`src/rtl/sdram_ctrl_if.sv`:
```
// sdram_ctrl_if: request/grant handshake and status bundle between a user master and sdram_ctrl.
interface sdram_ctrl_if;
    logic        wr_req;
    logic        rd_req;
    logic [8:0]  sdwr_bytes;
    logic [8:0]  sdrd_bytes;
    logic [3:0]  init_state;
    logic [3:0]  work_state;
    logic [15:0] cnt_clk;
    logic        sys_r_wn;
    logic        wr_ack;
    logic        rd_ack;
    logic        sdwr_en;
    logic        sdrd_en;
    logic        init_done;
    logic        busy;

    modport master (
        output wr_req, rd_req, sdwr_bytes, sdrd_bytes,
        input  init_state, work_state, cnt_clk, sys_r_wn, wr_ack, rd_ack,
               sdwr_en, sdrd_en, init_done, busy
    );

    modport slave (
        input  wr_req, rd_req, sdwr_bytes, sdrd_bytes,
        output init_state, work_state, cnt_clk, sys_r_wn, wr_ack, rd_ack,
               sdwr_en, sdrd_en, init_done, busy
    );
endinterface

```
`src/rtl/sdram_ctrl.sv`:
```
// sdram_ctrl: SDRAM power-up init sequencer plus read/write/refresh work-state controller.
// Auto-refresh is compiled in only when the macro SDRAM_AUTO_REFRESH_EN is defined.
module sdram_ctrl #(
    parameter int T_PWR      = 20000,
    parameter int T_RP       = 2,
    parameter int T_RFC      = 7,
    parameter int T_MRD      = 2,
    parameter int T_RCD      = 2,
    parameter int CL         = 3,
    parameter int T_DAL      = 4,
    parameter int REF_PERIOD = 780
) (
    input  logic        clk_100m,
    input  logic        rst_n,
    sdram_ctrl_if.slave bus
);

    typedef enum logic [3:0] {
        I_NOP = 4'd0, I_PRECHARGE = 4'd1, I_TRP = 4'd2, I_AUTO_REFRESH1 = 4'd3,
        I_TRF1 = 4'd4, I_AUTO_REFRESH2 = 4'd5, I_TRF2 = 4'd6, I_MRS = 4'd7,
        I_TMRD = 4'd8, I_DONE = 4'd9
    } init_state_t;

    typedef enum logic [3:0] {
        W_IDLE = 4'd0, W_ACTIVE = 4'd1, W_TRCD = 4'd2, W_READ = 4'd3, W_CL = 4'd4,
        W_RD = 4'd5, W_WRITE = 4'd6, W_WD = 4'd7, W_TDAL = 4'd8, W_AR = 4'd9,
        W_TRFC = 4'd10
    } work_state_t;

    init_state_t r_init_state, w_init_next;
    work_state_t r_work_state, w_work_next;
    logic [15:0] r_cnt_clk;
    logic [9:0]  r_burst;
    logic        r_sys_r_wn, r_wr_ack, r_rd_ack, r_sdwr_en, r_sdrd_en;
    logic        r_init_done, r_busy, r_last_wr;
    logic        w_grant_wr, w_grant_rd, w_ref_pend;
    logic [15:0] w_burst16;

    assign w_burst16 = {6'd0, r_burst};

    // A timed state of duration dur has finished on its last counted cycle.
    function automatic logic f_expired(input logic [15:0] cnt, input logic [15:0] dur);
        return cnt == (dur - 16'd1);
    endfunction

    // Init sequence next-state
    always_comb begin
        w_init_next = r_init_state;
        case (r_init_state)
            I_NOP:           w_init_next = f_expired(r_cnt_clk, 16'(T_PWR)) ? I_PRECHARGE : I_NOP;
            I_PRECHARGE:     w_init_next = I_TRP;
            I_TRP:           w_init_next = f_expired(r_cnt_clk, 16'(T_RP)) ? I_AUTO_REFRESH1 : I_TRP;
            I_AUTO_REFRESH1: w_init_next = I_TRF1;
            I_TRF1:          w_init_next = f_expired(r_cnt_clk, 16'(T_RFC)) ? I_AUTO_REFRESH2 : I_TRF1;
            I_AUTO_REFRESH2: w_init_next = I_TRF2;
            I_TRF2:          w_init_next = f_expired(r_cnt_clk, 16'(T_RFC)) ? I_MRS : I_TRF2;
            I_MRS:           w_init_next = I_TMRD;
            I_TMRD:          w_init_next = f_expired(r_cnt_clk, 16'(T_MRD)) ? I_DONE : I_TMRD;
            I_DONE:          w_init_next = I_DONE;
            default:         w_init_next = I_NOP;
        endcase
    end

    // Work next-state and arbitration: refresh first, then the request type not served last
    always_comb begin
        w_work_next = r_work_state;
        w_grant_wr  = 1'b0;
        w_grant_rd  = 1'b0;
        case (r_work_state)
            W_IDLE: begin
                if (!r_init_done) begin
                    w_work_next = W_IDLE;
                end else if (w_ref_pend) begin
                    w_work_next = W_AR;
                end else if (bus.wr_req && (!bus.rd_req || !r_last_wr)) begin
                    w_grant_wr  = 1'b1;
                    w_work_next = W_ACTIVE;
                end else if (bus.rd_req) begin
                    w_grant_rd  = 1'b1;
                    w_work_next = W_ACTIVE;
                end else begin
                    w_work_next = W_IDLE;
                end
            end
            W_ACTIVE: w_work_next = W_TRCD;
            W_TRCD:   w_work_next = f_expired(r_cnt_clk, 16'(T_RCD)) ?
                                    (r_sys_r_wn ? W_WRITE : W_READ) : W_TRCD;
            W_WRITE:  w_work_next = (r_burst == 10'd1) ? W_TDAL : W_WD;
            W_WD:     w_work_next = f_expired(r_cnt_clk, w_burst16 - 16'd1) ? W_TDAL : W_WD;
            W_TDAL:   w_work_next = f_expired(r_cnt_clk, 16'(T_DAL)) ? W_IDLE : W_TDAL;
            W_READ:   w_work_next = W_CL;
            W_CL:     w_work_next = f_expired(r_cnt_clk, 16'(CL)) ? W_RD : W_CL;
            W_RD:     w_work_next = f_expired(r_cnt_clk, w_burst16) ? W_IDLE : W_RD;
            W_AR:     w_work_next = W_TRFC;
            W_TRFC:   w_work_next = f_expired(r_cnt_clk, 16'(T_RFC)) ? W_IDLE : W_TRFC;
            default:  w_work_next = W_IDLE;
        endcase
    end

    // State registers and the saturating per-state cycle counter
    always_ff @(posedge clk_100m or negedge rst_n) begin
        if (!rst_n) begin
            r_init_state <= I_NOP;
            r_work_state <= W_IDLE;
            r_cnt_clk    <= 16'd0;
        end else begin
            r_init_state <= w_init_next;
            r_work_state <= w_work_next;
            if ((w_init_next != r_init_state) || (w_work_next != r_work_state)) begin
                r_cnt_clk <= 16'd0;
            end else if (r_cnt_clk != 16'hFFFF) begin
                r_cnt_clk <= r_cnt_clk + 16'd1;
            end else begin
                r_cnt_clk <= r_cnt_clk;
            end
        end
    end

    // Grant latches and status outputs, all decoded from the next state so they align with it
    always_ff @(posedge clk_100m or negedge rst_n) begin
        if (!rst_n) begin
            r_sys_r_wn  <= 1'b1;
            r_wr_ack    <= 1'b0;
            r_rd_ack    <= 1'b0;
            r_sdwr_en   <= 1'b0;
            r_sdrd_en   <= 1'b0;
            r_init_done <= 1'b0;
            r_busy      <= 1'b1;
            r_last_wr   <= 1'b0;
            r_burst     <= 10'd0;
        end else begin
            r_wr_ack    <= w_grant_wr;
            r_rd_ack    <= w_grant_rd;
            r_sdwr_en   <= (w_work_next == W_WRITE) || (w_work_next == W_WD);
            r_sdrd_en   <= (w_work_next == W_RD);
            r_init_done <= (w_init_next == I_DONE);
            r_busy      <= (w_init_next != I_DONE) || (w_work_next != W_IDLE);
            if (w_grant_wr) begin
                r_sys_r_wn <= 1'b1;
                r_last_wr  <= 1'b1;
                r_burst    <= {(bus.sdwr_bytes == 9'd0), bus.sdwr_bytes};
            end else if (w_grant_rd) begin
                r_sys_r_wn <= 1'b0;
                r_last_wr  <= 1'b0;
                r_burst    <= {(bus.sdrd_bytes == 9'd0), bus.sdrd_bytes};
            end else begin
                r_sys_r_wn <= r_sys_r_wn;
                r_last_wr  <= r_last_wr;
                r_burst    <= r_burst;
            end
        end
    end

`ifdef SDRAM_AUTO_REFRESH_EN
    logic [15:0] r_ref_cnt;
    logic        r_ref_pend;

    // Refresh interval timer; runs once init is done and the pending flag waits out any burst
    always_ff @(posedge clk_100m or negedge rst_n) begin
        if (!rst_n) begin
            r_ref_cnt  <= 16'd0;
            r_ref_pend <= 1'b0;
        end else if (!r_init_done) begin
            r_ref_cnt  <= 16'd0;
            r_ref_pend <= 1'b0;
        end else if (r_ref_cnt == 16'(REF_PERIOD - 1)) begin
            r_ref_cnt  <= 16'd0;
            r_ref_pend <= 1'b1;
        end else begin
            r_ref_cnt  <= r_ref_cnt + 16'd1;
            r_ref_pend <= r_ref_pend && (w_work_next != W_AR);
        end
    end

    assign w_ref_pend = r_ref_pend;
`else
    assign w_ref_pend = 1'b0 && (REF_PERIOD != 0);
`endif

    assign bus.init_state = r_init_state;
    assign bus.work_state = r_work_state;
    assign bus.cnt_clk    = r_cnt_clk;
    assign bus.sys_r_wn   = r_sys_r_wn;
    assign bus.wr_ack     = r_wr_ack;
    assign bus.rd_ack     = r_rd_ack;
    assign bus.sdwr_en    = r_sdwr_en;
    assign bus.sdrd_en    = r_sdrd_en;
    assign bus.init_done  = r_init_done;
    assign bus.busy       = r_busy;

endmodule

```
`src/flat_wrapper.sv`:
```
// flat-port wrapper written by rule: the top's interface ports become plain ports
module sdram_ctrl_flat 
#(
    parameter int T_PWR      = 20000,
    parameter int T_RP       = 2,
    parameter int T_RFC      = 7,
    parameter int T_MRD      = 2,
    parameter int T_RCD      = 2,
    parameter int CL         = 3,
    parameter int T_DAL      = 4,
    parameter int REF_PERIOD = 780
)
  (clk_100m, rst_n, bus_wr_req, bus_rd_req, bus_sdwr_bytes, bus_sdrd_bytes, bus_init_state, bus_work_state, bus_cnt_clk, bus_sys_r_wn, bus_wr_ack, bus_rd_ack, bus_sdwr_en, bus_sdrd_en, bus_init_done, bus_busy);
  sdram_ctrl_if bus_i ();
  input  logic clk_100m;
  input  logic rst_n;
  input wire logic [$bits(bus_i.wr_req)-1:0] bus_wr_req;
  input wire logic [$bits(bus_i.rd_req)-1:0] bus_rd_req;
  input wire logic [$bits(bus_i.sdwr_bytes)-1:0] bus_sdwr_bytes;
  input wire logic [$bits(bus_i.sdrd_bytes)-1:0] bus_sdrd_bytes;
  output wire logic [$bits(bus_i.init_state)-1:0] bus_init_state;
  output wire logic [$bits(bus_i.work_state)-1:0] bus_work_state;
  output wire logic [$bits(bus_i.cnt_clk)-1:0] bus_cnt_clk;
  output wire logic [$bits(bus_i.sys_r_wn)-1:0] bus_sys_r_wn;
  output wire logic [$bits(bus_i.wr_ack)-1:0] bus_wr_ack;
  output wire logic [$bits(bus_i.rd_ack)-1:0] bus_rd_ack;
  output wire logic [$bits(bus_i.sdwr_en)-1:0] bus_sdwr_en;
  output wire logic [$bits(bus_i.sdrd_en)-1:0] bus_sdrd_en;
  output wire logic [$bits(bus_i.init_done)-1:0] bus_init_done;
  output wire logic [$bits(bus_i.busy)-1:0] bus_busy;
  assign bus_i.wr_req = bus_wr_req;
  assign bus_i.rd_req = bus_rd_req;
  assign bus_i.sdwr_bytes = bus_sdwr_bytes;
  assign bus_i.sdrd_bytes = bus_sdrd_bytes;
  assign bus_init_state = bus_i.init_state;
  assign bus_work_state = bus_i.work_state;
  assign bus_cnt_clk = bus_i.cnt_clk;
  assign bus_sys_r_wn = bus_i.sys_r_wn;
  assign bus_wr_ack = bus_i.wr_ack;
  assign bus_rd_ack = bus_i.rd_ack;
  assign bus_sdwr_en = bus_i.sdwr_en;
  assign bus_sdrd_en = bus_i.sdrd_en;
  assign bus_init_done = bus_i.init_done;
  assign bus_busy = bus_i.busy;
  sdram_ctrl #(.T_PWR(T_PWR), .T_RP(T_RP), .T_RFC(T_RFC), .T_MRD(T_MRD), .T_RCD(T_RCD), .CL(CL), .T_DAL(T_DAL), .REF_PERIOD(REF_PERIOD)) u_core (.clk_100m(clk_100m), .rst_n(rst_n), .bus(bus_i));
endmodule
```
`config.mk`:
```
export PLATFORM = sky130hd
export DESIGN_NAME = sdram_ctrl_flat
export DESIGN_NICKNAME = d
export VERILOG_FILES = /design/src/rtl/sdram_ctrl_if.sv /design/src/rtl/sdram_ctrl.sv /design/src/flat_wrapper.sv
export SDC_FILE = /design/constraint.sdc
export NUM_CORES = 1
export LEC_CHECK = 0
export BUFFER_PORTS_ARGS = -buffer_cell sky130_fd_sc_hd__buf_2
export CAP_MARGIN = 40
export CORE_MARGIN = 1.5
export CORE_UTILIZATION = 40
export DETAILED_ROUTE_END_ITERATION = 10
export PLACE_DENSITY = 0.58
export SLEW_MARGIN = 20
export SYNTH_ARGS = -nofsm -noshare
export SYNTH_HDL_FRONTEND = slang
export SYNTH_SLANG_ARGS = --single-unit
```
`constraint.sdc`:
```
create_clock -name clk_100m -period 3.1 [get_ports clk_100m]
set_input_delay 0.155 -clock clk_100m [delete_from_list [all_inputs] [get_ports clk_100m]]
set_output_delay 0.155 -clock clk_100m [all_outputs]
set_load 0.02 [all_outputs]
```
==> flow_metrics.env <==
export IMPL_power_density_nw_per_um2=566
export IMPL_ios=53
export IMPL_period_needed_ns=3.20
export IMPL_endpoint_kind="register"
export IMPL_power_mw=2.37
export IMPL_ant_nets=0
export IMPL_clkTransAtPathRegs_ns=0.09
export IMPL_cts_tree="built"
export IMPL_multi_input_area_sq_um=2180
export IMPL_netlist_top_cells_area="dfrtp_1 (31%), xnor2_1 (6.3%), nor2_1 (4.7%)"
export IMPL_ir_drop_mv=0.374
export IMPL_grt_max_degree=26
export IMPL_setup_ws_ns=-0.105
export IMPL_core_sq_um=7730
export IMPL_fin_worst_skew_ns=0.00691
export IMPL_fmax_mhz=312
export IMPL_synth_warnings=0
export IMPL_htree_levels=2
export IMPL_vias_per_cell=5.66
export IMPL_drcViolationCount=0
export IMPL_grt_pass1_wl_um=15000
export IMPL_worstPathArrival_ns=3.40
export IMPL_async_reset_ff_share_pct=100
export IMPL_finalMaxSlewViolations=0
export IMPL_antenna_found_initial=0
export IMPL_slew_headroom_pct=43.5
export IMPL_synth_fp_nets=416
export IMPL_tightestPinTransition_ns=0.844
export IMPL_hold_violations=0
export IMPL_yosysTopAreaCellShare_pct=31.5
export IMPL_crit_required_ns=3.29
export IMPL_drt_iter0_markers=287
export IMPL_final_util_pct=54.1
export IMPL_wire_per_inst_um=16.1
export IMPL_initial_core_util_pct=41.2
export IMPL_avgSynthCellArea_sq_um=8.20
export IMPL_syn_inst=388
export IMPL_syn_area_sq_um=3180
export IMPL_hp_class="in -> reg"
export IMPL_register_area_sq_um=1050
export IMPL_cts_buffers_inserted=5
export IMPL_cap_viol_max_count=0
export IMPL_status="complete, but fails checks"
export IMPL_vias=3243
export IMPL_rows=32
export IMPL_crit_type="reg -> reg"
export IMPL_area_growth_pct=31.4
export IMPL_finalWirelength_um=9240
export IMPL_n_antenna_cell=0
export IMPL_setup_viol_count_final=16
export IMPL_synth_cell_types=65
export IMPL_failed_checks="setup timing"
export IMPL_die_area_sq_um=8500
export IMPL_cts_num_sinks=42
export IMPL_p_leak_nw=1.86
export IMPL_grt_remaining_overflow=0
export IMPL_finalNetCount=498
export IMPL_insertion_delay_ns=0.30
export IMPL_dr_pass1_iters=5
export IMPL_dieWidth_um=92.2
export IMPL_first_global_vias=3097
export IMPL_critPathLaunchType="register"
export IMPL_drive_gt1_share_pct=31.8
export IMPL_clockBufferDepth=2
export IMPL_nFillCells=727
export IMPL_ys_ff_latch=42
export IMPL_finalCritPeriodShare_pct=103
export IMPL_fp_dieH_um=92.2
export IMPL_grt_util_all_layers_pct=22.0
export IMPL_place_hpwl_um=6850
export IMPL_seq_area_frac_synth_pct=33.1
export IMPL_path_max_fanout=13
export IMPL_place_congestion=0.930
export IMPL_yosys_area_top_type="dfrtp_1"
export IMPL_numPortBuffers=52
export IMPL_rsz0062_at_grt="true"
export IMPL_synth_main_ff_cell="dfrtp_1"
export IMPL_root_buffer="clkbuf_8"
export IMPL_synth_edf_count=0
## registers in the layout, indices dropped and copies added (netlist names)
| signal | cells |
|---|---|
| u_core.bus.work_state | 4 |
| u_core.bus.init_done | 1 |
| u_core.r_burst | 10 |
| u_core.bus.sys_r_wn | 1 |
| u_core.bus.busy | 1 |
| u_core.bus.sdrd_en | 1 |
| u_core.bus.sdwr_en | 1 |
| u_core.bus.init_state | 4 |
| u_core.bus.rd_ack | 1 |
| u_core.r_last_wr | 1 |
| u_core.bus.wr_ack | 1 |
| u_core.bus.cnt_clk | 16 |
## placed cells by master, fill, tap and decap left out, drive strengths merged, types with 2 or more instances in the layout
| cell type | n |
|---|---|
| o21ai | 31 |
| o211ai | 2 |
| a211o | 2 |
| or3 | 3 |
| xor2 | 9 |
| a31oi | 7 |
| o22ai | 10 |
| nor2 | 40 |
| or2 | 3 |
| or4 | 6 |
| a21oi | 8 |
| buf | 93 |
| nor4b | 3 |
| bufinv | 2 |
| nand2 | 37 |
| nand3 | 16 |
| a21o | 5 |
| and3 | 5 |
| xnor2 | 23 |
| o31ai | 4 |
| and3b | 2 |
| nand4 | 10 |
| nor4 | 8 |
| inv | 15 |
| dfrtp | 40 |
| ha | 6 |
| mux2i | 4 |
| o211a | 4 |
| and4 | 4 |
| dfstp | 2 |
| nor3 | 30 |
| clkbuf | 6 |
| a22oi | 2 |
| nor2b | 4 |
| nand2b | 4 |
## layout make-up
cell class / instances / share of cell area [%]
Clock inverter: 2 / 1.44
Sequential cell: 42 / 25.2
Multi-Input combinational cell: 312 / 52.1
Timing Repair Buffer: 94 / 14.9
Tap cell: 102 / 3.05
Clock buffer: 6 / 1.98
Inverter: 15 / 1.41
## metal layers
metal  routed length, um  track usage (%)
met3                 340             3.15
met1                4370             30.2
met4                 195             6.67
met5                   0                0
met2                4330             35.9
## repair_timing
item	CTS	global route
endpoints found under the hold margin	16	0
cloned	0	1
pin swaps	0	10
resized for setup	1	36
buffers inserted	0	4
setup endpoints to repair	16	21
hold buffers	1	0
## synth_stat cells (7+ instances only)
library cell  number
o22ai_1           10
a21oi_1            8
a31oi_1            7
xor2_1             9
xnor2_1           23
nor3_1            29
nor2_1            40
nand4_1           10
clkbuf_1          10
dfrtp_1           40
nand2_1           37
nand3_1           16
inv_1             15
o21ai_0           29
## where the power goes
group	internal, mW	switching [mW]	leakage [nW]
Combinational	0.470	0.634	1.24
Clock	0.344	0.206	0.0714
Sequential	0.606	0.108	0.552
Total	1.42	0.948	1.86
## cell families after synthesis
logic type                 share of synthesized area, %
and+or+nand+nor                                    30.4
AOI/OAI and AO/OA                                  18.5
DFF                                                33.1
buffers and inverters                              4.84
xor gates and xnor gates                           9.56
adders and majority gates                          2.36
muxes                                              1.26
## stage by stage
step	cells	TNS, ns	hold WS [ns]	setup WS [ns]	cell area (sq um)
floorplan	388	-1.63	-0.141	-0.165	3240
global placement	558	-1.36	0.353	-0.0864	3790
detailed placement	559	-1.18	0.125	-0.0821	3810
CTS	568	-1.29	0.0739	-0.0902	3970
global route	573	-2.91	0.0825	-0.191	4180
finish	573	-1.47	0.0796	-0.105	4180
## worst paths after layout
path | start | endpoint | slack [ns] | cells past startpoint
setup reg to reg | u_core.r_burst[4] | u_core.bus.cnt_clk[4] | -0.10 | 10
max in group asynchronous | rst_n | u_core.bus.busy | 2.23 | 3
hold / removal | bus_rd_req | u_core.bus.rd_ack | 0.08 | 3
min in group asynchronous | rst_n | u_core.r_burst[0] | 0.32 | 2
hold reg to reg | u_core.r_last_wr | u_core.r_last_wr | 0.49 | 1
setup / recovery | u_core.r_burst[4] | u_core.bus.cnt_clk[4] | -0.10 | 10
## worst max-delay path, stage by stage (launching register included)
cell and delay (ns):
dfrtp_1 0.38, or4_4 0.55, or4_4 0.52, and3_4 0.21
a211o_1 0.31, nor4_4 0.22, o21ai_2 0.11, or3_4 0.39
o21ai_2 0.17, buf_12 0.18, nor3_1 0.06
No activity file was read; power rests on OpenSTA's default activity.
